## config.mk

```make
export PLATFORM = sky130hd
export DESIGN_NAME = i2s_dac_player
export DESIGN_NICKNAME = d
export VERILOG_FILES = /design/src/rtl/i2s_dac_player.sv
export SDC_FILE = /design/constraint.sdc
export NUM_CORES = 1
export LEC_CHECK = 0
export ABC_AREA = 1
export BUFFER_PORTS_ARGS = -buffer_cell sky130_fd_sc_hd__buf_4
export CORE_MARGIN = 2
export CORE_UTILIZATION = 45
export CTS_BUF_LIST = sky130_fd_sc_hd__clkbuf_2
export CTS_CLUSTER_DIAMETER = 150
export DETAILED_ROUTE_END_ITERATION = 16
export GPL_TIMING_DRIVEN = 0
export PLACE_DENSITY_LB_ADDON = 0.1
export SETUP_SLACK_MARGIN = 0.5
export SYNTH_ARGS = -nofsm -noshare
export SYNTH_HDL_FRONTEND = slang
export SYNTH_SLANG_ARGS = --single-unit
```

## constraint.sdc

```tcl
create_clock -name i_clk -period 2.3 [get_ports i_clk]
set_input_delay 0.575 -clock i_clk [delete_from_list [all_inputs] [get_ports i_clk]]
set_output_delay 0.575 -clock i_clk [all_outputs]
set_load 0.03 [all_outputs]
```

## src/rtl/i2s_dac_player.sv

```systemverilog
// rtl/i2s_dac_player.sv - WM8731 DAC-side I2S master: clocks, per-frame fetch, MSB-first mono serialiser
//
// Ports:
//   i_clk            system clock, all logic on rising edge
//   i_rst            asynchronous active-high reset
//   i_play           high while the player is in PLAY
//   i_read_data      sample returned by the SRAM read stage
//   i_readdata_done  1-cycle strobe, i_read_data valid this cycle
//   i_read_finished  level, read stage reached the end of the recording
//   o_read_enable    1-cycle sample request, issued at the right-channel start
//   o_bclk           AUD_BCLK
//   o_daclrck        AUD_DACLRCK (0 = left, 1 = right)
//   o_dacdat         AUD_DACDAT
//   o_underrun       sticky, a frame started without a sample
//   o_play_done      1-cycle pulse when the end of the recording is reached
module i2s_dac_player #(
  parameter int CLK_PER_BCLK = 4,
  parameter int BITS_PER_CH  = 32,
  parameter int DATA_W       = 16
) (
  input  logic              i_clk,
  input  logic              i_rst,
  input  logic              i_play,
  input  logic [DATA_W-1:0] i_read_data,
  input  logic              i_readdata_done,
  input  logic              i_read_finished,
  output logic              o_read_enable,
  output logic              o_bclk,
  output logic              o_daclrck,
  output logic              o_dacdat,
  output logic              o_underrun,
  output logic              o_play_done
);

  localparam int PH_W  = (CLK_PER_BCLK > 2) ? $clog2(CLK_PER_BCLK) : 1;
  localparam int SL_W  = (BITS_PER_CH > 2) ? $clog2(BITS_PER_CH) : 1;
  localparam int IDX_W = (DATA_W > 2) ? $clog2(DATA_W) : 1;

  localparam logic [PH_W-1:0] PH_LAST = PH_W'(CLK_PER_BCLK - 1);
  localparam logic [PH_W-1:0] PH_HALF = PH_W'(CLK_PER_BCLK / 2);
  localparam logic [SL_W-1:0] SL_LAST = SL_W'(BITS_PER_CH - 1);

  typedef enum logic [1:0] {
    F_IDLE  = 2'd0,
    F_WAIT  = 2'd1,
    F_READY = 2'd2
  } fetch_t;

  logic [PH_W-1:0]   phase_q, phase_d;
  logic [SL_W-1:0]   slot_q, slot_d;
  logic              bclk_q, bclk_d;
  logic              daclrck_q, daclrck_d;
  logic              dacdat_q, dacdat_d;
  logic [DATA_W-1:0] cur_sample_q, cur_sample_d;
  logic [DATA_W-1:0] next_sample_q, next_sample_d;
  fetch_t            state_q, state_d;
  logic              read_enable_q, read_enable_d;
  logic              underrun_q, underrun_d;
  logic              play_done_q, play_done_d;
  logic              done_flag_q, done_flag_d;

  logic fall;
  logic frame_start;
  logic req_point;

  always_comb begin
    phase_d       = phase_q;
    slot_d        = slot_q;
    daclrck_d     = daclrck_q;
    dacdat_d      = dacdat_q;
    cur_sample_d  = cur_sample_q;
    next_sample_d = next_sample_q;
    state_d       = state_q;
    underrun_d    = underrun_q;
    done_flag_d   = done_flag_q;
    read_enable_d = 1'b0;
    play_done_d   = 1'b0;

    // The cycle whose edge wraps phase back to 0 is the BCLK falling edge.
    fall        = (phase_q == PH_LAST);
    frame_start = fall && (slot_q == SL_LAST) && daclrck_q;
    req_point   = fall && (slot_q == SL_LAST) && !daclrck_q;

    phase_d = fall ? '0 : phase_q + 1'b1;
    bclk_d  = (phase_d >= PH_HALF);

    if (fall) begin
      if (slot_q == SL_LAST) begin
        slot_d    = '0;
        daclrck_d = ~daclrck_q;
      end else begin
        slot_d = slot_q + 1'b1;
      end
      // One-BCLK I2S delay: slot 0 is blank, sample MSB lands in slot 1.
      dacdat_d = 1'b0;
      for (int k = 1; k <= DATA_W; k++) begin
        if (slot_d == SL_W'(k)) begin
          dacdat_d = cur_sample_q[IDX_W'(DATA_W - k)];
        end
      end
    end

    case (state_q)
      F_IDLE: begin
        if (req_point && i_play) begin
          if (!i_read_finished) begin
            read_enable_d = 1'b1;
            state_d       = F_WAIT;
          end else if (!done_flag_q) begin
            play_done_d = 1'b1;
            done_flag_d = 1'b1;
          end
        end
      end
      F_WAIT: begin
        // A strobe coinciding with frame start is late and dropped.
        if (i_readdata_done && !frame_start) begin
          next_sample_d = i_read_data;
          state_d       = F_READY;
        end
      end
      default: ;
    endcase

    if (frame_start) begin
      cur_sample_d = '0;
      if (i_play) begin
        if (state_q == F_READY) begin
          cur_sample_d = next_sample_q;
        end else if (state_q == F_WAIT) begin
          underrun_d = 1'b1;
        end
        state_d = F_IDLE;
      end
    end

    if (!i_play) begin
      state_d     = F_IDLE;
      done_flag_d = 1'b0;
    end
  end

  always_ff @(posedge i_clk or posedge i_rst) begin
    if (i_rst) begin
      phase_q       <= '0;
      slot_q        <= '0;
      bclk_q        <= 1'b0;
      daclrck_q     <= 1'b0;
      dacdat_q      <= 1'b0;
      cur_sample_q  <= '0;
      next_sample_q <= '0;
      state_q       <= F_IDLE;
      read_enable_q <= 1'b0;
      underrun_q    <= 1'b0;
      play_done_q   <= 1'b0;
      done_flag_q   <= 1'b0;
    end else begin
      phase_q       <= phase_d;
      slot_q        <= slot_d;
      bclk_q        <= bclk_d;
      daclrck_q     <= daclrck_d;
      dacdat_q      <= dacdat_d;
      cur_sample_q  <= cur_sample_d;
      next_sample_q <= next_sample_d;
      state_q       <= state_d;
      read_enable_q <= read_enable_d;
      underrun_q    <= underrun_d;
      play_done_q   <= play_done_d;
      done_flag_q   <= done_flag_d;
    end
  end

  assign o_read_enable = read_enable_q;
  assign o_bclk        = bclk_q;
  assign o_daclrck     = daclrck_q;
  assign o_dacdat      = dacdat_q;
  assign o_underrun    = underrun_q;
  assign o_play_done   = play_done_q;

endmodule

```

==> report_table.html <==
<table>
<tr><th>Metric</th><th>Value</th></tr>
<tr><th colspan="2">Critical path</th></tr>
<tr><td>FF-to-FF Start</td><td>slot_q[0]$_DFFE_PP0P_</td></tr>
<tr><td>Path length in cells of the critical path</td><td>9</td></tr>
<tr><td>Worst setup path category</td><td>flop to flop</td></tr>
<tr><td>Crit end category</td><td>flop</td></tr>
<tr><td>Critical Path Slowest Stage Cell</td><td>sky130_fd_sc_hd__dfrtp_2</td></tr>
<tr><td>CP peak stage delay</td><td>0.42 ns</td></tr>
<tr><td>Required time at the worst-slack endpoint</td><td>2.56 ns</td></tr>
<tr><td>Data arrival at the endpoint of the critical path</td><td>1.99 ns</td></tr>
<tr><td>Count of cells along the worst register-to-register path</td><td>9</td></tr>
<tr><td>Count of buffering cells on the critical path with inverters included</td><td>1</td></tr>
<tr><td>Dominant delay contributor by cell family on the critical path</td><td>simple AND/OR/NAND/NOR gates</td></tr>
<tr><td>Reg2Reg Capture Point</td><td>next_sample_q[2]$_DFFE_PP0P_</td></tr>
<tr><td>CP Cell Sequence</td><td>ha_4 -&gt; nand2_4 -&gt; nor2_2 -&gt; ha_2 -&gt; nand2_4 -&gt; nor2_4 -&gt; inv_6 -&gt; nand3_4 -&gt; mux2_4</td></tr>
<tr><td>Reg2reg setup slack</td><td>0.57 ns</td></tr>
<tr><td>Crit Path Max Fanout</td><td>8</td></tr>
<tr><td>Cell repeated most along the worst path</td><td>sky130_fd_sc_hd__nand2_4</td></tr>
<tr><td>Startpoint type of the worst setup path</td><td>flop</td></tr>
<tr><th colspan="2">Pwr</th></tr>
<tr><td>Share of total power consumed by net switching</td><td>0.237</td></tr>
<tr><td>Clock group share of total power</td><td>0.305</td></tr>
<tr><td>Relative contribution of sequential cells to total power</td><td>0.659</td></tr>
<tr><td>Switching power</td><td>0.196 mW</td></tr>
<tr><td>Leakage power of the design</td><td>0.977 nW</td></tr>
<tr><td>Gate power share</td><td>0.036</td></tr>
<tr><td>Maximum resistive drop on vdd</td><td>0.225 mV</td></tr>
<tr><td>Power per unit of standard cell area</td><td>457 nW/um2</td></tr>
<tr><td>Internal power summed over all cells</td><td>0.632 mW</td></tr>
<tr><th colspan="2">Timing</th></tr>
<tr><td>Period Utilization, post-route</td><td>0.752</td></tr>
<tr><td>Count of pins over their slew limit</td><td>0</td></tr>
<tr><td>Slew at the pin with the worst max-slew slack</td><td>1.12 ns</td></tr>
<tr><td>Worst hold slack</td><td>0.431 ns</td></tr>
<tr><td>Setup repair after global routing missed its margin</td><td>yes</td></tr>
<tr><td>Largest clock skew in the final design</td><td>0.0110 ns</td></tr>
<tr><td>Highest clock rate</td><td>0.578 GHz</td></tr>
<tr><td>Hold Vio Cnt, Final</td><td>0</td></tr>
<tr><td>Final sum of negative setup slack</td><td>0 ns</td></tr>
<tr><td>Final Setup Violations</td><td>0</td></tr>
<tr><td>Min Clock Period, post-route</td><td>1.73 ns</td></tr>
<tr><td>Relative slew slack</td><td>0.251</td></tr>
<tr><th colspan="2">Cells and area</th></tr>
<tr><td>Utilization after layout</td><td>0.552</td></tr>
<tr><td>Fraction of final layout cells with drive strength greater than 1</td><td>0.279</td></tr>
<tr><td>Fill cell instance count of the final layout</td><td>320</td></tr>
<tr><td>Final-stage net count</td><td>217</td></tr>
<tr><td>Area overhead of the layout relative to synthesis</td><td>19.1%</td></tr>
<tr><td>Antenna Diode Count</td><td>0</td></tr>
<tr><th colspan="2">Global route</th></tr>
<tr><td>Combined global-route utilization of all metal layers</td><td>0.157</td></tr>
<tr><td>Largest net degree at the start of global routing</td><td>32</td></tr>
<tr><td>GRT overflow</td><td>0</td></tr>
<tr><td>Antenna violations before repair</td><td>0</td></tr>
<tr><td>Vias in the first global route</td><td>1,092</td></tr>
<tr><td>Global-route wire length before repair</td><td>4750 um</td></tr>
<tr><th colspan="2">Clocking</th></tr>
<tr><td>Clock Pin Slew Worst Setup and Hold Paths</td><td>0.15 ns</td></tr>
<tr><td>Root buffer cell</td><td>sky130_fd_sc_hd__clkbuf_2</td></tr>
<tr><td>Hold buffers post-CTS</td><td>0</td></tr>
<tr><td>H-tree levels</td><td>2</td></tr>
<tr><td>Clock buffer depth</td><td>2</td></tr>
<tr><td>Cts bufs inserted</td><td>5</td></tr>
<tr><td>Insertion delay of the later-clocked pin in the worst-skew pair</td><td>0.37 ns</td></tr>
<tr><td>Number of clock sinks</td><td>31</td></tr>
<tr><td>TritonCTS clock tree</td><td>yes</td></tr>
<tr><th colspan="2">Outcome</th></tr>
<tr><td>Outcome</td><td>finished, final reports clean</td></tr>
<tr><th colspan="2">Floorplanning</th></tr>
<tr><td># rows</td><td>21</td></tr>
<tr><td>Number of primary I/O pins</td><td>27</td></tr>
<tr><td>Chip height</td><td>62.1 um</td></tr>
<tr><td>Die width</td><td>62.1 um</td></tr>
<tr><td>Std-Cell Core Area</td><td>3280 um2</td></tr>
<tr><td>Starting utilization of the core area</td><td>0.463</td></tr>
<tr><td>Die ar.</td><td>3860 um2</td></tr>
<tr><th colspan="2">Logic synthesis</th></tr>
<tr><td>Number of flops mapped to enable cells by yosys</td><td>0</td></tr>
<tr><td>Synthesized flop and latch total</td><td>31</td></tr>
<tr><td>Area share of the largest cell type after synthesis</td><td>0.510</td></tr>
<tr><td>Most used standard cell by instance count after synthesis</td><td>sky130_fd_sc_hd__nand2_1</td></tr>
<tr><td>Synth Instances</td><td>160</td></tr>
<tr><td>Synthesized area per cell</td><td>9.51 um2</td></tr>
<tr><td>Post-synth top area cell</td><td>sky130_fd_sc_hd__dfrtp_1</td></tr>
<tr><td>Top cells by area, synth</td><td>sky130_fd_sc_hd__dfrtp_1, sky130_fd_sc_hd__nand2_1, sky130_fd_sc_hd__mux2_4</td></tr>
<tr><td>Number of nets in the synthesized netlist</td><td>188</td></tr>
<tr><td>Number of warnings printed during yosys synthesis</td><td>0</td></tr>
<tr><td>Proportion of synthesized flip-flops having asynchronous set or reset</td><td>1.00</td></tr>
<tr><td>Sequential-to-total area share from yosys stat</td><td>0.510</td></tr>
<tr><td>Synthesized cell area</td><td>1520 um2</td></tr>
<tr><td>Unique cell type count in the Yosys netlist</td><td>21</td></tr>
<tr><td>Top FF cell, synth</td><td>sky130_fd_sc_hd__dfrtp_1</td></tr>
<tr><td>Top cell types by occurrence after synthesis</td><td>sky130_fd_sc_hd__nand2_1, sky130_fd_sc_hd__dfrtp_1, sky130_fd_sc_hd__inv_1, sky130_fd_sc_hd__nand3_1, sky130_fd_sc_hd__o21ai_0</td></tr>
<tr><th colspan="2">Detailed routing</th></tr>
<tr><td>Remaining number of nets flagged by the antenna check after routing</td><td>0</td></tr>
<tr><td>Post-DR wirelength/cell</td><td>11.1 um</td></tr>
<tr><td>Vias after detailed routing</td><td>1,108</td></tr>
<tr><td>Total wire length after detailed routing</td><td>2630 um</td></tr>
<tr><td>First DRT Iteration DRCs</td><td>56</td></tr>
<tr><td>Number of remaining DRC errors</td><td>0</td></tr>
<tr><td>Vias per Instance</td><td>4.69</td></tr>
<tr><td>TritonRoute pass-1 iters</td><td>4</td></tr>
<tr><th colspan="2">Placed design</th></tr>
<tr><td>Routability cong.</td><td>0.836</td></tr>
<tr><td>Buffers added on ports</td><td>17</td></tr>
<tr><td>Sum of net half-perimeters after detailed placement</td><td>1890 um</td></tr>
<tr><th colspan="2">Flow run</th></tr>
<tr><td>Number of maximum-capacitance violations</td><td>0</td></tr>
<tr><th colspan="2">Min path</th></tr>
<tr><td>HP Start</td><td>i_read_data[7]</td></tr>
<tr><td>Worst hold path endpoint</td><td>next_sample_q[7]$_DFFE_PP0P_</td></tr>
<tr><td>Type of the most critical hold path</td><td>input pin to flop</td></tr>
<tr><td>Number of stages on the worst hold path</td><td>2</td></tr>
</table>
## cell type report
class                      count  area (um2)  area share
clock inverter                 2        7.51     0.00414
inverter                      22        87.6      0.0483
tap                           46        57.6      0.0318
timing repair buffer          22         165      0.0912
buffer                         3        23.8      0.0131
clock buffer                   6        30.0      0.0166
sequential                    31         778       0.430
multi-input combinational    104         662       0.365
## cell usage in the layout, fill, tap and decap left out, types with 2 or more instances in the layout
cell type | netlist | layout
sky130_fd_sc_hd__nor2_1 | 8 | 7
sky130_fd_sc_hd__inv_2 | 2 | 2
sky130_fd_sc_hd__buf_4 | 0 | 22
sky130_fd_sc_hd__nand4_1 | 4 | 4
sky130_fd_sc_hd__clkinv_1 | 0 | 2
sky130_fd_sc_hd__nand2_4 | 1 | 2
sky130_fd_sc_hd__ha_1 | 7 | 5
sky130_fd_sc_hd__dfrtp_1 | 31 | 29
sky130_fd_sc_hd__o21ai_0 | 9 | 8
sky130_fd_sc_hd__clkbuf_2 | 0 | 6
sky130_fd_sc_hd__dfrtp_2 | 0 | 2
sky130_fd_sc_hd__inv_1 | 19 | 19
sky130_fd_sc_hd__nand2_1 | 40 | 39
sky130_fd_sc_hd__nand3_1 | 15 | 15
sky130_fd_sc_hd__a21oi_1 | 6 | 6
sky130_fd_sc_hd__mux2_4 | 8 | 8
## metrics by stage
stage	power [mW]	instance area, um2	cells	worst slack [ns]
floorplan	0.568	1520	160	0.519
global placement	0.585	1710	223	0.330
detailed placement	0.586	1710	223	0.299
CTS	0.840	1800	235	0.508
global route	0.872	1810	236	0.491
finish	0.827	1810	236	0.571
## layer usage
| layer | vias up | GRT usage | wire [um] |
|---|---|---|---|
| li1 | 569 | - | - |
| met1 | 514 | 0.198 | 1200 |
| met3 | 7 | 0.0507 | 119 |
| met4 | 0 | 0.0750 | 62 |
| met5 | - | 0 | 0 |
| met2 | 18 | 0.247 | 1250 |
## timing repair
action,4_1_cts,5_1_grt
pin swaps,6,5
gates resized for setup,8,2
endpoints found under the hold margin,0,0
buffers inserted,4,1
endpoints found under the setup margin,18,17
## logic make-up (layout without fill, tap and decap cells)
group | Yosys count | after routing | synth area share
mux | 8 | 8 | 0.0790
xor+xnor | 1 | 1 | 0.00576
compound gates | 16 | 16 | 0.0551
simple gates | 72 | 72 | 0.221
fa+ha+maj | 7 | 7 | 0.0576
buf+inv | 25 | 55 | 0.0715
flops | 31 | 31 | 0.510
## state kept, by name, indices dropped and copies added (netlist names), 2 cells and up
signal / cells
cur_sample_q: 8
next_sample_q: 8
slot_q: 5
state_q: 2
## worst max path at each step
| stage | from | to | slack, ns |
|---|---|---|---|
| after floorplan | slot_q[0]$_DFFE_PP0P_ | next_sample_q[0]$_DFFE_PP0P_ | 0.52 |
| after global placement | slot_q[0]$_DFFE_PP0P_ | next_sample_q[3]$_DFFE_PP0P_ | 0.33 |
| after detailed placement | slot_q[0]$_DFFE_PP0P_ | next_sample_q[0]$_DFFE_PP0P_ | 0.30 |
| after CTS | slot_q[1]$_DFFE_PP0P_ | next_sample_q[2]$_DFFE_PP0P_ | 0.51 |
| after global routing | slot_q[0]$_DFFE_PP0P_ | cur_sample_q[6]$_DFFE_PP0P_ | 0.49 |
| final | slot_q[0]$_DFFE_PP0P_ | next_sample_q[2]$_DFFE_PP0P_ | 0.57 |
## power by group through the flow
stage | Sequential [mW] | Clock [mW] | Combinational (mW)
3_5_place_dp | 0.555 | 0 | 0.0311
5_1_grt | 0.546 | 0.292 | 0.0346
4_1_cts | 0.545 | 0.264 | 0.0313
2_1_floorplan | 0.555 | 0 | 0.0123
3_3_place_gp | 0.555 | 0 | 0.0299
6_report | 0.545 | 0.252 | 0.0298
Power figures use the tool's default switching activity.
